`config.mk`:
```
export PLATFORM = sky130hd
export DESIGN_NAME = calib_scheduler_flat
export DESIGN_NICKNAME = d
export VERILOG_FILES = /design/src/rtl/calib_sched_pkg.sv /design/src/rtl/calib_scheduler_if.sv /design/src/rtl/calib_scheduler_rr_arbiter.sv /design/src/rtl/calib_scheduler.sv /design/src/flat_wrapper.sv
export SDC_FILE = /design/constraint.sdc
export NUM_CORES = 1
export LEC_CHECK = 0
export ABC_CLOCK_PERIOD_IN_PS = 2400
export BUFFER_PORTS_ARGS = -buffer_cell sky130_fd_sc_hd__buf_2
export CAP_MARGIN = 20
export CORE_MARGIN = 2
export CORE_UTILIZATION = 45
export DETAILED_ROUTE_END_ITERATION = 8
export HOLD_SLACK_MARGIN = 0.1
export PLACE_DENSITY = 0.86
export SYNTH_ARGS = -nofsm -noshare
export SYNTH_HDL_FRONTEND = slang
export SYNTH_SLANG_ARGS = --single-unit
```
`constraint.sdc`:
```
create_clock -name clock -period 2.4 [get_ports clock]
set_input_delay 0.36 -clock clock [delete_from_list [all_inputs] [get_ports clock]]
set_output_delay 0.36 -clock clock [all_outputs]
set_load 0.01 [all_outputs]
```
`src/rtl/calib_sched_pkg.sv`:
```
// Shared types and constants for the calibration-engine scheduler.
// Imported by the scheduler top and its round-robin arbiter.
package calib_sched_pkg;

   typedef enum logic [1:0] {
      ST_IDLE  = 2'd0,
      ST_START = 2'd1,
      ST_WAIT  = 2'd2,
      ST_RESP  = 2'd3
   } state_e;

   localparam logic [4:0] POS_INVALID = 5'h1F;

   // Bits needed to index n items; never less than one.
   function automatic int idx_width(input int n);
      return (n <= 2) ? 1 : $clog2(n);
   endfunction

endpackage

```
`src/rtl/calib_scheduler_if.sv`:
```
// Channel-side and engine-side signal bundle of the calibration scheduler.
// The scheduler uses the slave view; the channels/engine environment uses master.
interface calib_scheduler_if #(
   parameter int M    = 16,
   parameter int N    = 16,
   parameter int NREQ = 4
) ();

   logic [NREQ-1:0]   req;
   logic [NREQ*M-1:0] req_x;
   logic [NREQ-1:0]   done;
   logic [N-1:0]      resp_y;
   logic [4:0]        resp_pos;
   logic              resp_timeout;
   logic              busy;

   logic              eng_start;
   logic [M-1:0]      eng_x;
   logic              eng_ready;
   logic [N-1:0]      eng_y;
   logic [4:0]        eng_pos;

   modport slave (
      input  req, req_x, eng_ready, eng_y, eng_pos,
      output done, resp_y, resp_pos, resp_timeout, busy, eng_start, eng_x
   );

   modport master (
      output req, req_x, eng_ready, eng_y, eng_pos,
      input  done, resp_y, resp_pos, resp_timeout, busy, eng_start, eng_x
   );

endinterface

```
`src/rtl/calib_scheduler_rr_arbiter.sv`:
```
// Combinational round-robin pick: first asserted request at or after rr_ptr,
// searching upward modulo NREQ.
module rr_arbiter
   import calib_sched_pkg::*;
#(
   parameter int NREQ = 4,
   parameter int IW   = idx_width(NREQ)
) (
   input  logic [NREQ-1:0] req_i,
   input  logic [IW-1:0]   rr_ptr_i,
   output logic [NREQ-1:0] grant_o,
   output logic [IW-1:0]   gidx_o,
   output logic            valid_o
);

   logic [IW-1:0]   cand_idx [NREQ];
   logic [NREQ-1:0] cand_hit;

   // Candidate gi is the channel sitting gi places after the pointer.
   genvar gi;
   generate
      for (gi = 0; gi < NREQ; gi++) begin : g_rot
         logic [IW:0] sum;
         assign sum          = {1'b0, rr_ptr_i} + (IW+1)'(gi);
         assign cand_idx[gi] = (sum >= (IW+1)'(NREQ)) ? IW'(sum - (IW+1)'(NREQ))
                                                       : sum[IW-1:0];
         assign cand_hit[gi] = req_i[cand_idx[gi]];
      end
   endgenerate

   always_comb begin
      gidx_o  = '0;
      valid_o = 1'b0;
      grant_o = '0;
      for (int k = NREQ - 1; k >= 0; k--) begin
         if (cand_hit[k]) begin
            gidx_o  = cand_idx[k];
            valid_o = 1'b1;
         end
      end
      if (valid_o) begin
         grant_o[gidx_o] = 1'b1;
      end
   end

endmodule

```
`src/rtl/calib_scheduler.sv`:
```
// Shares one LUT calibration engine among NREQ phase channels: round-robin
// grant, engine start/wait with timeout, result returned with a done pulse.
module calib_scheduler
   import calib_sched_pkg::*;
#(
   parameter int M       = 16,
   parameter int N       = 16,
   parameter int NREQ    = 4,
   parameter int TIMEOUT = 32
) (
   input  logic               clock,
   input  logic               reset,
   calib_scheduler_if.slave   bus
);

   localparam int IW = idx_width(NREQ);
   localparam int TW = $clog2(TIMEOUT) + 1;

   state_e          state_q, state_d;
   logic [IW-1:0]   rr_ptr_q, rr_ptr_d;
   logic [IW-1:0]   gidx_q, gidx_d;
   logic [M-1:0]    eng_x_q, eng_x_d;
   logic [TW-1:0]   timer_q, timer_d;
   logic [N-1:0]    resp_y_q, resp_y_d;
   logic [4:0]      resp_pos_q, resp_pos_d;
   logic            resp_timeout_q, resp_timeout_d;

   logic [NREQ-1:0] arb_grant;
   logic [IW-1:0]   arb_gidx;
   logic            arb_valid;
   logic [NREQ-1:0] done_s;

   rr_arbiter #(
      .NREQ (NREQ),
      .IW   (IW)
   ) u_arb (
      .req_i    (bus.req),
      .rr_ptr_i (rr_ptr_q),
      .grant_o  (arb_grant),
      .gidx_o   (arb_gidx),
      .valid_o  (arb_valid)
   );

   always_ff @(posedge clock) begin
      if (reset) begin
         state_q        <= ST_IDLE;
         rr_ptr_q       <= '0;
         gidx_q         <= '0;
         eng_x_q        <= '0;
         timer_q        <= '0;
         resp_y_q       <= '0;
         resp_pos_q     <= '0;
         resp_timeout_q <= 1'b0;
      end else begin
         state_q        <= state_d;
         rr_ptr_q       <= rr_ptr_d;
         gidx_q         <= gidx_d;
         eng_x_q        <= eng_x_d;
         timer_q        <= timer_d;
         resp_y_q       <= resp_y_d;
         resp_pos_q     <= resp_pos_d;
         resp_timeout_q <= resp_timeout_d;
      end
   end

   always_comb begin
      state_d        = state_q;
      rr_ptr_d       = rr_ptr_q;
      gidx_d         = gidx_q;
      eng_x_d        = eng_x_q;
      timer_d        = timer_q;
      resp_y_d       = resp_y_q;
      resp_pos_d     = resp_pos_q;
      resp_timeout_d = resp_timeout_q;
      case (state_q)
         ST_IDLE: begin
            if (arb_valid) begin
               gidx_d  = arb_gidx;
               eng_x_d = bus.req_x[arb_gidx*M +: M];
               state_d = ST_START;
            end
         end
         ST_START: begin
            timer_d = '0;
            state_d = ST_WAIT;
         end
         ST_WAIT: begin
            if (timer_q != '1) begin
               timer_d = timer_q + 1'b1;
            end
            // timer_q == 0 is the first WAIT cycle, where ready may be stale.
            if (timer_q != '0) begin
               if (bus.eng_ready) begin
                  resp_y_d       = bus.eng_y;
                  resp_pos_d     = bus.eng_pos;
                  resp_timeout_d = 1'b0;
                  state_d        = ST_RESP;
               end else if (timer_q >= TW'(TIMEOUT - 1)) begin
                  resp_y_d       = '0;
                  resp_pos_d     = POS_INVALID;
                  resp_timeout_d = 1'b1;
                  state_d        = ST_RESP;
               end
            end
         end
         ST_RESP: begin
            rr_ptr_d = (gidx_q == IW'(NREQ - 1)) ? '0 : gidx_q + 1'b1;
            state_d  = ST_IDLE;
         end
         default: state_d = ST_IDLE;
      endcase
   end

   always_comb begin
      done_s = '0;
      if (state_q == ST_RESP) begin
         done_s[gidx_q] = 1'b1;
      end
   end

   assign bus.done         = done_s;
   assign bus.resp_y       = resp_y_q;
   assign bus.resp_pos     = resp_pos_q;
   assign bus.resp_timeout = resp_timeout_q;
   assign bus.busy         = (state_q != ST_IDLE);
   assign bus.eng_start    = (state_q == ST_START);
   assign bus.eng_x        = eng_x_q;

endmodule

```
`src/flat_wrapper.sv`:
```
// flat-port wrapper written by rule: the top's interface ports become plain ports
module calib_scheduler_flat import calib_sched_pkg::*;
#(
   parameter int M       = 16,
   parameter int N       = 16,
   parameter int NREQ    = 4,
   parameter int TIMEOUT = 32
)
  (clock, reset, bus_req, bus_req_x, bus_eng_ready, bus_eng_y, bus_eng_pos, bus_done, bus_resp_y, bus_resp_pos, bus_resp_timeout, bus_busy, bus_eng_start, bus_eng_x);
  calib_scheduler_if #(.M(M), .N(N), .NREQ(NREQ)) bus_i ();
  input  logic clock;
  input  logic reset;
  input wire logic [$bits(bus_i.req)-1:0] bus_req;
  input wire logic [$bits(bus_i.req_x)-1:0] bus_req_x;
  input wire logic [$bits(bus_i.eng_ready)-1:0] bus_eng_ready;
  input wire logic [$bits(bus_i.eng_y)-1:0] bus_eng_y;
  input wire logic [$bits(bus_i.eng_pos)-1:0] bus_eng_pos;
  output wire logic [$bits(bus_i.done)-1:0] bus_done;
  output wire logic [$bits(bus_i.resp_y)-1:0] bus_resp_y;
  output wire logic [$bits(bus_i.resp_pos)-1:0] bus_resp_pos;
  output wire logic [$bits(bus_i.resp_timeout)-1:0] bus_resp_timeout;
  output wire logic [$bits(bus_i.busy)-1:0] bus_busy;
  output wire logic [$bits(bus_i.eng_start)-1:0] bus_eng_start;
  output wire logic [$bits(bus_i.eng_x)-1:0] bus_eng_x;
  assign bus_i.req = bus_req;
  assign bus_i.req_x = bus_req_x;
  assign bus_i.eng_ready = bus_eng_ready;
  assign bus_i.eng_y = bus_eng_y;
  assign bus_i.eng_pos = bus_eng_pos;
  assign bus_done = bus_i.done;
  assign bus_resp_y = bus_i.resp_y;
  assign bus_resp_pos = bus_i.resp_pos;
  assign bus_resp_timeout = bus_i.resp_timeout;
  assign bus_busy = bus_i.busy;
  assign bus_eng_start = bus_i.eng_start;
  assign bus_eng_x = bus_i.eng_x;
  calib_scheduler #(.M(M), .N(N), .NREQ(NREQ), .TIMEOUT(TIMEOUT)) u_core (.clock(clock), .reset(reset), .bus(bus_i));
endmodule
```
==> flow_summary.ini <==
[yosys]
netlist_area_um2 = 2580
ys_warn_count = 0
async_flop_share_pct = 0
synth_ff_type = dfxtp_1
synth_cells = 287
synth-seq-area-share_pct = 38.7
yosys_register_bits = 50
synth_nets = 390
synth_cell_types = 38
postSynthAreaPerCell_um2 = 9.00
synth-edff-count = 0

[setup_path]
endpoint_kind = register
path_cells = inv_1, ha_1, or3b_1, a221oi_2, nand2b_2, nor3b_1, nor3_2
path_max_fanout = 21
startpoint_type = register
cp.required_ns = 2.62
path_class = register to register
max_stage_delay_ns = 0.43
arrival_ns = 2.19
slowest_stage = nand2b_2

[sta]
max-slew-margin-rel_pct = 68.2
rsz0062_at_grt = no
min_period_ns = 1.96
post-route-period-util_pct = 81.9
setup_viol = 0
fin_setup_tns_ns = 0
finClkSkew_ns = 0.00571
worst_pin_slew_ns = 0.475
slew_viol_final = 0
fmax_mhz = 509
timing_hold_violations_final = 0

[drt]
dr.first_iter.drc_count = 97
avgRoutedWirePerCell_um = 13.0
wl_um = 6350
dr.pass1.iters = 4
via_count = 2529
postRouteAntennaNets = 0
vias_per_cell = 5.17
drcViolationCount = 0

[clock_tree]
clk_latency_ns = 0.30
root_buffer = clkbuf_8
cts_setup_buffers = 0
cts_resized = 0
ctsHoldBuffers = 0
clockBufferDepth = 2
cts.sinks = 50
cts.clk_slew.worst_paths_ns = 0.09
cts_made_buffers = 5
h-tree-depth = 2
cts_tree = done

[pwr]
p_leak_uw = 0.00154
ir_worst_vdd_mv = 0.329
power_density_nw_per_um2 = 691
total_power_uw = 2320

[finish]
final_cells = 489
final_nets = 520
fin_util_pct = 60.7
antenna-diode-count = 0
drive_gt1_share_pct = 38.1
area_delta_synth_final_pct = 30.2
final_common_cell = buf_2
fillCellCount = 484
final_cell_mix = buf_2 (135), dfxtp_1 (50), mux2i_1 (37), nand2_1 (37), a21oi_1 (23)

[run_status]
outcome = completed

[global_route]
grt_pass1_wl_um = 10000
grt_pass1_vias = 2311
overflow = 0
grt_use_total_pct = 19.7
antenna_found_initial = 0
grt_start_max_net_pins = 34

[die]
die_area_um2 = 6360
fp-row-count = 27
start_util_pct = 46.6
ios = 136
core_um2 = 5540
fp.dieW_um = 79.8
fp.dieH_um = 79.8

[place]
gp_congestion = 0.865
placed_cells = 482
hpwl_um = 4920
io_buffers = 135

[hold_path]
hp-class = input pin to register

[job]
drv_cap = 0
-- through the flow --
stage	cell area, um^2	setup slack, ns	hold WS, ns
final	3360	0.435	0.307
after floorplan	2580	0.710	0.474
after detailed placement	3280	0.415	0.442
after global routing	3360	0.227	0.312
after CTS	3360	0.400	0.295
after global placement	3280	0.506	0.435
-- power breakdown --
part           internal [uW]  switching, uW  total [uW]  leakage (uW)
clock                    200            264         464     0.0000373
combinational            365            445         811       0.00109
sequential               968           82.5        1050      0.000407
total                   1530            792        2320       0.00154
-- final cells by class --
type                    count  area, um^2  share of cell area (%)
inverters                  11        41.3                    1.23
multi-input cells         208        1420                    42.2
clock buffers               6        72.6                    2.16
flip-flops and latches     50        1000                    29.8
repair buffers            141         733                    21.8
well taps                  72        90.1                    2.68
clock inverters             1        7.51                   0.223
-- registers in the layout, summed over array words and instances, names as in the netlist --
| signal | flops |
|---|---|
| u_core.bus.eng_x | 16 |
| u_core.bus.resp_y | 16 |
| u_core.timer_q | 6 |
| u_core.bus.resp_pos | 5 |
| u_core.gidx_q | 2 |
| u_core.rr_ptr_q | 2 |
| u_core.state_q | 2 |
| u_core.bus.resp_timeout | 1 |
-- path summary, 6_finish.rpt --
check                            start                     end  slack, ns  depth (start not counted)
setup / recovery     u_core.timer_q[0]  u_core.bus.resp_pos[2]       0.44                          7
hold / removal          bus_eng_pos[0]  u_core.bus.resp_pos[0]       0.31                          3
setup reg to reg     u_core.timer_q[0]  u_core.bus.resp_pos[2]       0.44                          7
hold reg to reg   u_core.bus.resp_y[4]    u_core.bus.resp_y[4]       0.45                          2
-- critical path: cells and delay by family, from the launching register on --
kind            cells  cell delay (ns)
compound gates      1             0.28
fa+ha+maj           1             0.13
buf+inv             1             0.08
flops               1             0.35
simple gates        4             1.04
-- synth_stat cells, types with 5 or more instances --
master    instances  share of area, %
dfxtp_1          50                39
mux2i_1          37                14
nand2_1          37               5.4
a21oi_1          23               4.5
nor2_1           22               3.2
nand3_1          18               3.5
o221ai_1         16               5.4
ha_1             11               5.3
inv_1            10               1.5
buf_6             7               3.1
nand2b_1          6               1.5
clkbuf_1          5              0.73
nor3b_1           5               1.5
-- cells by family (layout without fill, tap and decap cells) --
logic type / Yosys count / in the layout / share of synthesized area (%)
buf+inv: 29 / 159 / 6.68
fa+ha+maj: 11 / 11 / 5.33
simple gates: 108 / 108 / 20.5
mux: 37 / 37 / 14.3
xor+xnor: 1 / 1 / 0.339
compound gates: 51 / 51 / 14.1
flops: 50 / 50 / 38.7
-- per-layer routing --
metal	vias to the layer above	part of all wire (%)	track usage, %
met1	1182	42	24.0
met4	0	1.1	7.97
met3	5	5.4	3.62
met2	70	51	34.0
li1	1272	-	-
met5	-	0	0
(Power assumes the default switching activity.)
